### config.mk
export PLATFORM = sky130hd
export DESIGN_NAME = fifo_write_arbiter
export DESIGN_NICKNAME = d
export VERILOG_FILES = /design/src/rtl/fifo_write_arbiter.sv
export SDC_FILE = /design/constraint.sdc
export NUM_CORES = 1
export LEC_CHECK = 0
export CAP_MARGIN = 20
export CORE_AREA = 8 8 90 92
export CTS_BUF_LIST = sky130_fd_sc_hd__clkbuf_8
export DETAILED_ROUTE_END_ITERATION = 16
export DIE_AREA = 0 0 98 100
export GPL_TIMING_DRIVEN = 0
export HOLD_SLACK_MARGIN = 0.02
export PLACE_DENSITY_LB_ADDON = 0.25
export REMOVE_ABC_BUFFERS = 1
export SLEW_MARGIN = 30
export SYNTH_ARGS = -nofsm -noshare
export SYNTH_HDL_FRONTEND = slang
export SYNTH_SLANG_ARGS = --single-unit
### constraint.sdc
create_clock -name i_clock -period 1.9 [get_ports i_clock]
set_input_delay 0.285 -clock i_clock [delete_from_list [all_inputs] [get_ports i_clock]]
set_output_delay 0.285 -clock i_clock [all_outputs]
set_load 0.1 [all_outputs]
### src/rtl/fifo_write_arbiter.sv
// fifo_write_arbiter
// Round-robin arbiter sharing the write port of the pixel FIFO between
// producer A (host SPI receiver) and producer B (pattern/overlay generator).
// A grant is held for a whole burst. A burst ends on a last word, or when
// MAX_BURST words have been taken, and then the grant is re-arbitrated.
//
// Ports
//   i_clock        FIFO write-side clock (rising edge)
//   i_reset        synchronous active-high reset
//   i_validA/B     producer has a word
//   i_dataA/B      producer word
//   i_lastA/B      word ends the producer's burst
//   o_readyA/B     word accepted this cycle when valid is also high
//   o_fifoData     word presented to the FIFO (0 when nobody owns the port)
//   o_fifoWrite    FIFO write strobe
//   i_fifoFull     FIFO full flag
//   o_grant        owner: 00 none, 01 A, 10 B
//   o_stallCycles  saturating count of owner-valid-while-full cycles
//
// state  | meaning
// IDLE   | no owner, arbitrating between pending producers
// OWN_A  | A owns the write port until its burst ends
// OWN_B  | B owns the write port until its burst ends

module fifo_write_arbiter #(
  parameter int DATA_WIDTH = 32,
  parameter int MAX_BURST  = 16
) (
  input  logic                  i_clock,
  input  logic                  i_reset,
  input  logic                  i_validA,
  input  logic [DATA_WIDTH-1:0] i_dataA,
  input  logic                  i_lastA,
  output logic                  o_readyA,
  input  logic                  i_validB,
  input  logic [DATA_WIDTH-1:0] i_dataB,
  input  logic                  i_lastB,
  output logic                  o_readyB,
  output logic [DATA_WIDTH-1:0] o_fifoData,
  output logic                  o_fifoWrite,
  input  logic                  i_fifoFull,
  output logic [1:0]            o_grant,
  output logic [15:0]           o_stallCycles
);

  typedef enum logic [1:0] {
    IDLE  = 2'b00,
    OWN_A = 2'b01,
    OWN_B = 2'b10
  } state_t;

  localparam logic [7:0] BURST_CAP = 8'(MAX_BURST - 1);

  state_t      state;
  logic        last_served;   // 0 = A, 1 = B
  logic [7:0]  burst_cnt;
  logic [15:0] stall_cnt;

  logic own_a;
  logic own_b;
  logic accept_a;
  logic accept_b;
  logic accept;
  logic owner_valid;
  logic owner_last;
  logic burst_end;

  assign own_a = (state == OWN_A);
  assign own_b = (state == OWN_B);

  // Reset gates ready combinationally so a burst cut by reset never
  // produces a partial write in the reset cycle.
  assign o_readyA = own_a && !i_fifoFull && !i_reset;
  assign o_readyB = own_b && !i_fifoFull && !i_reset;

  assign accept_a    = i_validA && o_readyA;
  assign accept_b    = i_validB && o_readyB;
  assign accept      = accept_a || accept_b;
  assign owner_valid = (own_a && i_validA) || (own_b && i_validB);
  assign owner_last  = own_a ? i_lastA : i_lastB;
  assign burst_end   = accept && (owner_last || (burst_cnt == BURST_CAP));

  always_comb begin
    o_fifoData = '0;
    if (own_a)      o_fifoData = i_dataA;
    else if (own_b) o_fifoData = i_dataB;
  end

  assign o_fifoWrite   = accept;
  assign o_grant       = state;
  assign o_stallCycles = stall_cnt;

  // At burst end the other producer takes over if it is waiting. Otherwise a
  // burst cut by the length cap keeps the same owner (its stream continues),
  // while a burst finished by its last word releases the port to IDLE.
  always_ff @(posedge i_clock) begin
    if (i_reset) begin
      state       <= IDLE;
      last_served <= 1'b1;
      burst_cnt   <= '0;
      stall_cnt   <= '0;
    end else begin
      if (owner_valid && i_fifoFull && (stall_cnt != 16'hFFFF))
        stall_cnt <= stall_cnt + 16'd1;

      case (state)
        IDLE: begin
          burst_cnt <= '0;
          if (i_validA && (!i_validB || last_served)) state <= OWN_A;
          else if (i_validB)                           state <= OWN_B;
        end
        OWN_A: begin
          if (burst_end) begin
            last_served <= 1'b0;
            burst_cnt   <= '0;
            if (i_validB)     state <= OWN_B;
            else if (!i_lastA) state <= OWN_A;
            else              state <= IDLE;
          end else if (accept_a) begin
            burst_cnt <= burst_cnt + 8'd1;
          end
        end
        OWN_B: begin
          if (burst_end) begin
            last_served <= 1'b1;
            burst_cnt   <= '0;
            if (i_validA)     state <= OWN_A;
            else if (!i_lastB) state <= OWN_B;
            else              state <= IDLE;
          end else if (accept_b) begin
            burst_cnt <= burst_cnt + 8'd1;
          end
        end
        default: state <= IDLE;
      endcase
    end
  end

endmodule

Word-level counts from Yosys, hierarchy flattened
Index checks and enable logic that the tools add are counted.
- flip-flop bits (word level): 27
- input bits: 71
- output and inout bits: 53
- logic and storage cells: 60
- add/sub/neg operators: 2
- equality and inequality tests: 9
- multiplexer cells: 20
- reductions and logical operators: 25
- operator list (cell ; number):
    32-bit two-way mux ; 2
    8-bit two-way mux ; 4
    8-bit case mux with 3 select lines ; 1
    16-bit by 1-bit adder with 16-bit output, second input constant ; 1
    16-bit != test, second input constant ; 1
    2-bit two-way mux ; 7
    1-bit logical AND ; 12
    3-bit AND reduction ; 3
    8-bit by 1-bit adder with 8-bit output, second input constant ; 1
    8-bit by 4-bit equality test with 1-bit output, second input constant ; 1
    3-bit by 1-bit != test with 1-bit output, second input constant ; 2
    2-bit case mux with 3 select lines ; 1
    1-bit logical OR ; 4
    1-bit two-way mux ; 4
    2-bit by 1-bit != test with 1-bit output, second input constant ; 2
    1-bit zero test ; 3
    3-bit != test, second input constant ; 1
    3-bit nonzero test ; 1
    2-bit by 1-bit equality test with 1-bit output, second input constant ; 1
    2-bit equality test, second input constant ; 1
    2-bit zero test ; 1
    1-bit case mux with 2 select lines ; 1
    2-bit nonzero test ; 1

Depth between registers and ports, before layout
Gate-level depths: netlist of run 1.
- depth after elaboration: 8
- depth in mapped cells: 8

Worst setup path before layout of run 1
OpenSTA, ideal clock, no wires.
- kind: register to output
- from: reg state[0], in the netlist o_grant[0]
- to: out o_readyA
- data arrival time: 4.083 ns
- required time: 1.615 ns
- slack: -2.468 ns
- cell stages (with the launch flop): 5
- path buffers: 2
- cells stage by stage: dfxtp_1 -> ha_1 -> buf_6 -> clkbuf_1 -> nor3b_1
- cells in the longest elaborated chain, start to end: 3
- ends and longest elaborated chain (item ; RTL line ; RTL):
    from (decl) ; 54 ; state_t state;
    from (signal assigned) ; 98 ; state <= IDLE;
    from (signal assigned) ; 109 ; if (i_validA && (!i_validB || last_served)) state <= OWN_A;
    from (signal assigned) ; 110 ; else if (i_validB) state <= OWN_B;
    2-bit by 1-bit equality test with 1-bit output ; 68 ; assign own_a = (state == OWN_A);
    1-bit logical AND (2 in series) ; 73 ; assign o_readyA = own_a && !i_fifoFull && !i_reset;
    to (decl) ; 34 ; output logic o_readyA,
No other way between the ends.

Worst setup path after layout of run 1
- from: reg state[0], in the netlist o_grant[0]
- to: out o_fifoData[14]
- cells in the longest elaborated chain, start to end: 3
- elaborated cells between the ends (all ways): 4
- those cells by class: eq/ne (2); mux (2)
- ends and longest elaborated chain (item ; RTL line ; RTL):
    2-bit equality test ; 69 ; assign own_b = (state == OWN_B);
    named net own_b ; 60 ; logic own_b;
    32-bit two-way mux ; 86 ; else if (own_b) o_fifoData = i_dataB;
    32-bit two-way mux ; 85 ; if (own_a) o_fifoData = i_dataA;
    to (decl) ; 39 ; output logic [DATA_WIDTH-1:0] o_fifoData,
The timed path passes the listed nets, and every way through them passes these cells.

==> run metrics, run 1 <==
clock sink count=27; Top Ports=124; Min Clock Period, post-route=2.033 ns; hold slack=roughly 0.48 ns; DIE AREA=9800 sq um; hold path cells=2; CP Data Required Time=around 1.6 ns; 1st-iter DRT viols=50; share of cells above drive strength 1=35.79%; worst slew pin tran=0.9845 ns; Flop pwr share=10.2%; Detail Placement HPWL=6.188 mm; nets=458; Setup Viol. Count Final=37; Leak=0.001708 uW; die height=100 um; top cells by count, synth=33 x a22o_1, 27 x dfxtp_1, 21 x nor2_1; Combinational Power Share=84.7%; flop-to-flop setup slack=-0.08 ns; Synth Flop Type=dfxtp_1; area leader, netlist=dfxtp_1; unrepaired setup endpoints after global routing=true; vias in the first global route=2277; via density per instance=5.257; NetSw=between 3000 and 4000 uW; Die X=98 um; Synth Register Bits=27; failing checks=negative setup slack; initial antenna violation count=0; grt total ovfl=0; Worst Setup Start Kind=register; Post-Place Setup Slack=-1.129 ns; Hold EP=o_stallCycles[3]; MaxCap Viol Count=0; Layout Utilization=between 60% and 70%; Crit Path Category=register to primary output; DR DRC count=0; initial core utilization=approximately 30%; Slew headroom=approximately a third; Pins Over Slew Limit=0; CTS tree=built; WP data arrival=1.75 ns; CTS Buffer Depth=2; final hold violations=0; ant diodes=0; final worst slack=-0.1329 ns; Reg2Reg Depth=10; row count=30; total wire length=9.742 mm; Post-Syn Instances=235; Cell Pwr Density=1533 nW/um^2; DRT antenna net count=0; Async SR Flop Fraction=0%; overall power=~6500 uW; Switching Share=around 54%; Port Buffer Count=between 100 and 150; P_int=3013 uW; Yosys cell types=46; Worst-Skew Late Latency=0.28 ns; first-pass GRT wire length=13.52 mm; clk_skew=0.005271 ns; Highest Clock Rate=491.9 MHz; H-tree depth=1; outcome=finished, violations left; Worst Setup End Kind=primary output; Synth Warn #=0; Non-Filler Instances=460; Placeable Area=roughly 6600 sq um; most numerous cell in the Yosys netlist=a22o_1; via count=around 2400; CTS Root Cell=clkbuf_8; period utilization=107.0%; post-synthesis sequential area ratio=27.89%; Clock Power Share=slightly above 5%; Post-synth EDFFs=0; number of CTS-inserted buffers=3; clock-pin slew of the registers on the worst-case setup and hold paths=0.10 ns; Post-Syn Area=between 1500 and 2000 sq um; largest net degree at the start of global routing=33; Syn Area/Cell=between 8 and 9 sq um; Worst R2R End=burst_cnt[4]; Worst Setup SP=o_grant[0]; VDD IR-drop max=0.6868 mV; hold wc startpoint=i_reset; hold crit path type=primary input to register; main area contributors after synthesis=dfxtp_1 28%, a22o_1 15%, nand3_1 4.6%; Pre-antenna DRT Iters=4; FF-to-FF Start=o_grant[1]; Synth top area share=between 20% and 30%; WL/cell=21.18 um; RePlAce Congestion=0.8421; Cells after DPL=between 400 and 500; Layout area overhead=119.5%; cts hold-fix bufs=0; worst-path maximum fanout=7; gr usage total=about 18%
==> layer usage <==
layer,vias to the layer above,global-route usage (%),wire [um]
li1,1170,-,-
met3,9,5.536,854
met5,-,0,0
met2,99,31.88,4719
met1,1140,19.72,3975
met4,0,4.317,193
==> cell families (layout without fill, tap and decap cells) <==
family,count (synthesis),after routing,synth area share (%)
muxes,6,6,3.228
xor gates and xnor gates,8,8,3.615
AOI/OAI and AO/OA,70,70,29.57
buffers and inverters,25,170,5.358
DFF,27,27,27.89
adders and majority gates,6,6,3.873
and+or+nand+nor,93,93,26.47
==> area by class of cell <==
| cell class | count | area, sq um |
|---|---|---|
| multi-input cells | 183 | 1612 |
| fillers | 526 | 2390 |
| clock inverters | 1 | 5.005 |
| well taps | 80 | 100.1 |
| inverters | 12 | 50.05 |
| flip-flops and latches | 27 | 548.0 |
| clock buffers | 3 | 41.29 |
| repair buffers | 154 | 1898 |
==> state kept, by name, indices dropped and copies added, names as in the netlist <==
name / flops
o_grant: 2
burst_cnt: 8
last_served: 1
o_stallCycles: 16
==> layout by cell type (no fill, tap or decap), types with 3 or more instances in the layout <==
cell             instances
mux2i_1                  3
clkdlybuf4s15_1          6
nor2_1                  21
dlygate4sd2_1           10
a22o_4                  21
nand2_1                  8
nor2b_1                  3
xnor2_1                  8
a21oi_1                  5
bufbuf_16                3
clkbuf_2                 4
a21oi_2                  3
nand3_1                 17
nor3b_1                  3
clkdlybuf4s50_1         66
nand2b_1                 5
o21ai_1                  3
nand4_1                  5
buf_4                   18
a211oi_1                 5
and3_1                   4
o21ai_0                  5
dfxtp_1                 25
buf_12                  37
nor4_1                   4
nand2_2                  6
nor3_1                   3
ha_1                     4
inv_1                   10
a22o_1                  13
clkbuf_8                 3
buf_6                    6
==> worst max-delay path, cell delays in order, from the launching register on <==
cell,delay [ns]
dfxtp_4,0.38
inv_4,0.06
ha_4,0.17
nor2b_4,0.21
buf_6,0.15
buf_6,0.11
a22o_1,0.20
buf_12,0.19
==> power groups by stage <==
stage	combinational [uW]	sequential (uW)	clock [uW]
2_1_floorplan	2730	804	0
4_1_cts	5130	664	346
3_5_place_dp	3850	656	0
3_3_place_gp	3790	654	0
5_1_grt	5660	674	376
6_report	5520	666	335
==> worst max-delay path by stage <==
stage,end,slack [ns],cells past startpoint
after CTS,o_fifoData[30],-0.10,6
after global placement,o_fifoData[27],-2.96,5
after global routing,o_fifoData[14],-0.19,7
final,o_fifoData[14],-0.13,7
after detailed placement,o_fifoData[27],-1.13,6
after floorplan,o_readyA,-2.67,2
==> stage by stage <==
step	cell area, sq um	TNS [ns]
after CTS	3995	-2.159
after detailed placement	3259	-38.80
after global routing	4254	-4.728
after global placement	3211	-125.07
after floorplan	1879	-119.59
final	4254	-2.319
==> what timing repair did <==
action                     4_1_cts  5_1_grt
cloned                           4        0
buffers inserted                19        7
hold endpoints to repair         0        0
resized for setup              352       45
pin swaps                        9       15
setup endpoints to repair       78       59
(Power assumes the default switching activity.)
==> inputs of run 2 (changes only) <==
- CTS_BUF_LIST: sky130_fd_sc_hd__clkbuf_8 -> unset
- GPL_TIMING_DRIVEN: 0 -> unset
- SLEW_MARGIN: 30 -> unset
==> run metrics, run 2 (same netlist as run 1, synthesis figures left out) <==
RePlAce Congestion=about 0.84; DIE AREA=a little under 10000 sq um; initial antenna violation count=0; Pre-antenna DRT Iters=4; 1st-iter DRT viols=82; CP Data Required Time=1.62 ns; flop-to-flop setup slack=0.06 ns; Clock Power Share=5.3%; Worst Setup End Kind=primary output; Highest Clock Rate=~500 MHz; most frequent cells in the layout=70 x clkdlybuf4s50_1, 54 x buf_4, 44 x buf_12; Layout area overhead=124.4%; Setup Viol. Count Final=28; Layout Utilization=65.46%; Placeable Area=~6600 sq um; via density per instance=about 5.1; commonest non-fill, non-tap cell in the layout=clkdlybuf4s50_1; Top Ports=124; failing checks=negative setup slack; first-pass GRT wire length=13.77 mm; hold path cells=1; grt total ovfl=0; Hold EP=burst_cnt[2]; Die X=98 um; CTS Buffer Depth=2; clock-pin slew of the registers on the worst-case setup and hold paths=about 0.09 ns; largest net degree at the start of global routing=25; Non-Filler Instances=480; WP data arrival=1.70 ns; MaxCap Viol Count=0; clk_skew=0.001486 ns; nets=478; Detail Placement HPWL=roughly 7.0 mm; Pins Over Slew Limit=0; number of CTS-inserted buffers=3; worst-path maximum fanout=8; initial core utilization=29.17%; row count=30; P_int=2955 uW; hold wc startpoint=burst_cnt[2]; share of cells above drive strength 1=around 40%; period utilization=104.7%; die height=100 um; FF-to-FF Start=burst_cnt[6]; ant diodes=0; NetSw=3398 uW; max FFs per register=16; Port Buffer Count=about 120; setup TNS=-2.167 ns; Cells after DPL=465; worst slew pin tran=0.4135 ns; final-layout fill cell count=514; Combinational Power Share=a little over four fifths; Min Clock Period, post-route=slightly below 2 ns; DR DRC count=0; total wire length=8.786 mm; hold crit path type=register to register; VDD IR-drop max=between 0.7 and 0.8 mV; Cell Pwr Density=~1500 nW/um^2; Slew headroom=72.43%; final hold violations=0; Flop pwr share=10.1%; Reg2Reg Depth=6; via count=2437; outcome=finished, violations left; final worst slack=-0.08952 ns; clock sink count=27; CTS tree=built; Worst R2R End=last_served; Worst Setup Start Kind=register; Switching Share=53.49%; DRT antenna net count=0; cts hold-fix bufs=0; H-tree depth=1; vias in the first global route=2399; CTS Root Cell=clkbuf_8; Leak=0.001744 uW; WL/cell=18.30 um; unrepaired setup endpoints after global routing=true; Worst-Skew Late Latency=0.27 ns; gr usage total=17.37%; overall power=6353 uW; Crit Path Category=register to primary output
run 2: worst max-delay path by stage:
| stage | startpoint | to | slack (ns) | cells after the start |
|---|---|---|---|---|
| floorplan | o_grant[0] | o_readyA | -2.67 | 2 |
| global placement | i_fifoFull | burst_cnt[6] | -0.12 | 6 |
| CTS | o_grant[1] | o_fifoData[30] | -0.11 | 8 |
| finish | o_grant[1] | o_fifoData[4] | -0.09 | 7 |
| global route | o_grant[1] | o_fifoData[23] | -0.14 | 7 |
| detailed placement | i_validA | burst_cnt[4] | -0.20 | 6 |
run 2: repair_timing:
action,4_1_cts,5_1_grt
endpoints found under the setup margin,44,55
cloned,1,0
gates resized for setup,26,25
buffers inserted,7,6
pin swaps,4,10
endpoints found under the hold margin,0,0
run 2: critical path, stage by stage (launching register included):
cell	delay (ns)
dfxtp_2	0.35
buf_6	0.12
ha_4	0.17
nor2b_4	0.14
buf_12	0.13
buf_12	0.13
a22o_4	0.22
buf_12	0.16
run 2: power groups by stage:
stage                     Sequential [uW]  Clock (uW)  Combinational (uW)
after floorplan                       804           0                2730
after global placement                640           0                4910
after global routing                  647         365                5540
after detailed placement              641           0                4930
after CTS                             640         344                5210
final                                 643         335                5380
run 2: routing by layer:
layer / share of wire (%) / GRT usage [%]
met3: 8.1 / 5.190
met2: 48 / 30.35
met4: 1.0 / 2.878
met1: 43 / 20.70
met5: 0 / 0
run 2: area by class of cell:
class                           instances  area, sq um  share of cell area, %
Timing Repair Buffer                  174         2054                  47.24
Multi-Input combinational cell        183         1559                  35.85
Sequential cell                        27        545.5                  12.54
Tap cell                               80        100.1                  2.301
Clock buffer                            4        45.04                  1.036
Inverter                               12        45.04                  1.036
run 2: per-stage QoR:
stage          hold slack, ns  cell area [sq um]  setup WS [ns]
3_3_place_gp           0.4699               3919        -0.1183
3_5_place_dp           0.4673               3919        -0.1974
5_1_grt                0.5215               4349        -0.1356
4_1_cts                0.4838               4173        -0.1119
6_report               0.4835               4349       -0.08952
2_1_floorplan          0.3541               1879         -2.668
==> inputs of run 3 (changes only) <==
- CELL_PAD_IN_SITES_DETAIL_PLACEMENT: unset -> 1
- CELL_PAD_IN_SITES_GLOBAL_PLACEMENT: unset -> 2
- CORE_AREA: 8 8 90 92 -> 2 2 110 112
- CTS_CLUSTER_SIZE: unset -> 10
- DIE_AREA: 0 0 98 100 -> 0 0 112 114
==> run metrics, run 3 (same netlist as run 1, synthesis figures left out) <==
Highest Clock Rate=483.6 MHz; worst slew pin tran=0.3601 ns; Layout area overhead=139.7%; CP Data Required Time=1.62 ns; hold slack=0.4871 ns; Crit Path Category=register to primary output; outcome=finished, violations left; H-tree depth=1; Combinational Power Share=between 80% and 90%; Leak=0.001892 uW; DIE AREA=between 10000 and 15000 sq um; Flop pwr share=9.6%; failing checks=negative setup slack; final hold violations=0; Finished Cell Area=between 4000 and 5000 sq um; Switching Share=a little over 50%; Worst Setup Start Kind=register; WP data arrival=1.78 ns; Reg2Reg Depth=6; overall power=6725 uW; Detail Placement HPWL=between 6 and 7 mm; crit path to=o_fifoData[24]; clock-pin slew of the registers on the worst-case setup and hold paths=0.07 ns; 1st-iter DRT viols=just over 100; most frequent cells in the layout=67 x clkdlybuf4s50_1, 55 x buf_4, 41 x buf_12; NetSw=roughly 3500 uW; CP Cell Sequence=buf_6 -> ha_4 -> buf_6 -> nor2b_4 -> buf_6 -> buf_16 -> a22o_1 -> buf_12; CTS Buffer Depth=2; vias in the first global route=2543; Setup Viol. Count Final=33; die height=114 um; Top Ports=124; grt total ovfl=0; ant diodes=0; first-pass GRT wire length=14.07 mm; commonest non-fill, non-tap cell in the layout=clkdlybuf4s50_1; max FFs per register=16; Worst Setup SP=o_grant[1]; Pins Over Slew Limit=0; Slowest-stage cell, CP=dfxtp_2; Cell Pwr Density=1448 nW/um^2; gr usage total=between 10% and 20%; clk_skew=around 0.005 ns; via count=2580; number of CTS-inserted buffers=3; initial antenna violation count=0; Largest delay share family, worst path=buffers and inverters; worst-path maximum fanout=8; max incr delay on CP=0.33 ns; final worst slack=-0.1677 ns; FF-to-FF Start=burst_cnt[6]; via density per instance=~4.7; MaxCap Viol Count=0; largest net degree at the start of global routing=33; Die X=112 um; Slew headroom=75.99%; unrepaired setup endpoints after global routing=true; Min Clock Period, post-route=2.068 ns; path length in cells of the critical path=8; CTS Root Cell=clkbuf_16; Port Buffer Count=roughly 120; P_int=roughly 3200 uW; share of cells above drive strength 1=43.10%; DR DRC count=0; total wire length=9.230 mm; row count=40; period utilization=108.8%; clock sink count=27; DRT antenna net count=0; Cell Area, Placed=about 4000 sq um; CTS tree=built; initial core utilization=16.55%; hold crit path type=register to register; crit-path most repeated cell=buf_6; Pre-antenna DRT Iters=4; worst path bufs/invs=5; Worst-Skew Late Latency=0.26 ns; Placeable Area=about 12000 sq um; Worst R2R End=last_served; WL/cell=roughly 17 um; RePlAce Congestion=0.7769; setup TNS=-4.704 ns; flop-to-flop setup slack=0.01 ns; Worst Setup End Kind=primary output; nets=484; VDD IR-drop max=1.226 mV; Clock Power Share=under 10%
==> run 3: through the flow <==
stage | setup slack, ns | utilization, % | cells
after floorplan | -2.668 | - | 222
after global placement | -0.2039 | 34.16 | 535
after detailed placement | -0.2537 | 34.16 | 535
after CTS | -0.1649 | 37.61 | 547
after global routing | -0.2103 | 39.67 | 553
final | -0.1677 | 39.67 | 553
==> run 3: layout make-up <==
| cell class | instances | area [sq um] |
|---|---|---|
| Fill cell | 1285 | 7066 |
| Timing Repair Buffer | 180 | 2148 |
| Tap cell | 147 | 183.9 |
| Sequential cell | 27 | 548.0 |
| Multi-Input combinational cell | 183 | 1639 |
| Clock buffer | 4 | 78.83 |
| Inverter | 12 | 47.55 |
==> run 3: how the worst min path moves through the flow <==
stage	from	to	slack, ns	cells past startpoint
global route	burst_cnt[7]	burst_cnt[7]	0.51	2
global placement	burst_cnt[2]	burst_cnt[2]	0.47	1
CTS	burst_cnt[2]	burst_cnt[2]	0.51	1
detailed placement	burst_cnt[2]	burst_cnt[2]	0.49	1
finish	burst_cnt[7]	burst_cnt[7]	0.49	2
floorplan	i_reset	o_grant[0]	0.35	1
==> run 3: timing repair <==
item | CTS | global route
hold buffers | 0 | 0
pin swaps | 6 | 12
gates cloned | 3 | 0
setup endpoints to repair | 45 | 51
gates resized for setup | 35 | 35
hold endpoints to repair | 0 | 0
buffers inserted | 5 | 6
==> run 3: worst reg2reg max path, delay by kind of cell, from the launching register on <==
kind / cells / cell delay [ns]
AOI/OAI and AO/OA: 2 / 0.56
buffers and inverters: 1 / 0.13
and+or+nand+nor: 3 / 0.77
DFF: 1 / 0.33
==> run 3: layer usage <==
| layer | track usage, % | up-vias | part of all wire, % |
|---|---|---|---|
| met1 | 17.03 | 1254 | 42 |
| met3 | 3.135 | 4 | 6.2 |
| met5 | 0 | - | 0 |
| met4 | 1.951 | 0 | 0.60 |
| met2 | 25.01 | 97 | 51 |
| li1 | - | 1225 | - |
==> run 3: power groups by stage <==
stage | Clock (uW) | Sequential, uW | Combinational (uW)
after floorplan | 0 | 804 | 2730
after global placement | 0 | 640 | 4850
after detailed placement | 0 | 641 | 4860
after CTS | 511 | 642 | 5370
after global routing | 529 | 651 | 5770
final | 488 | 645 | 5590
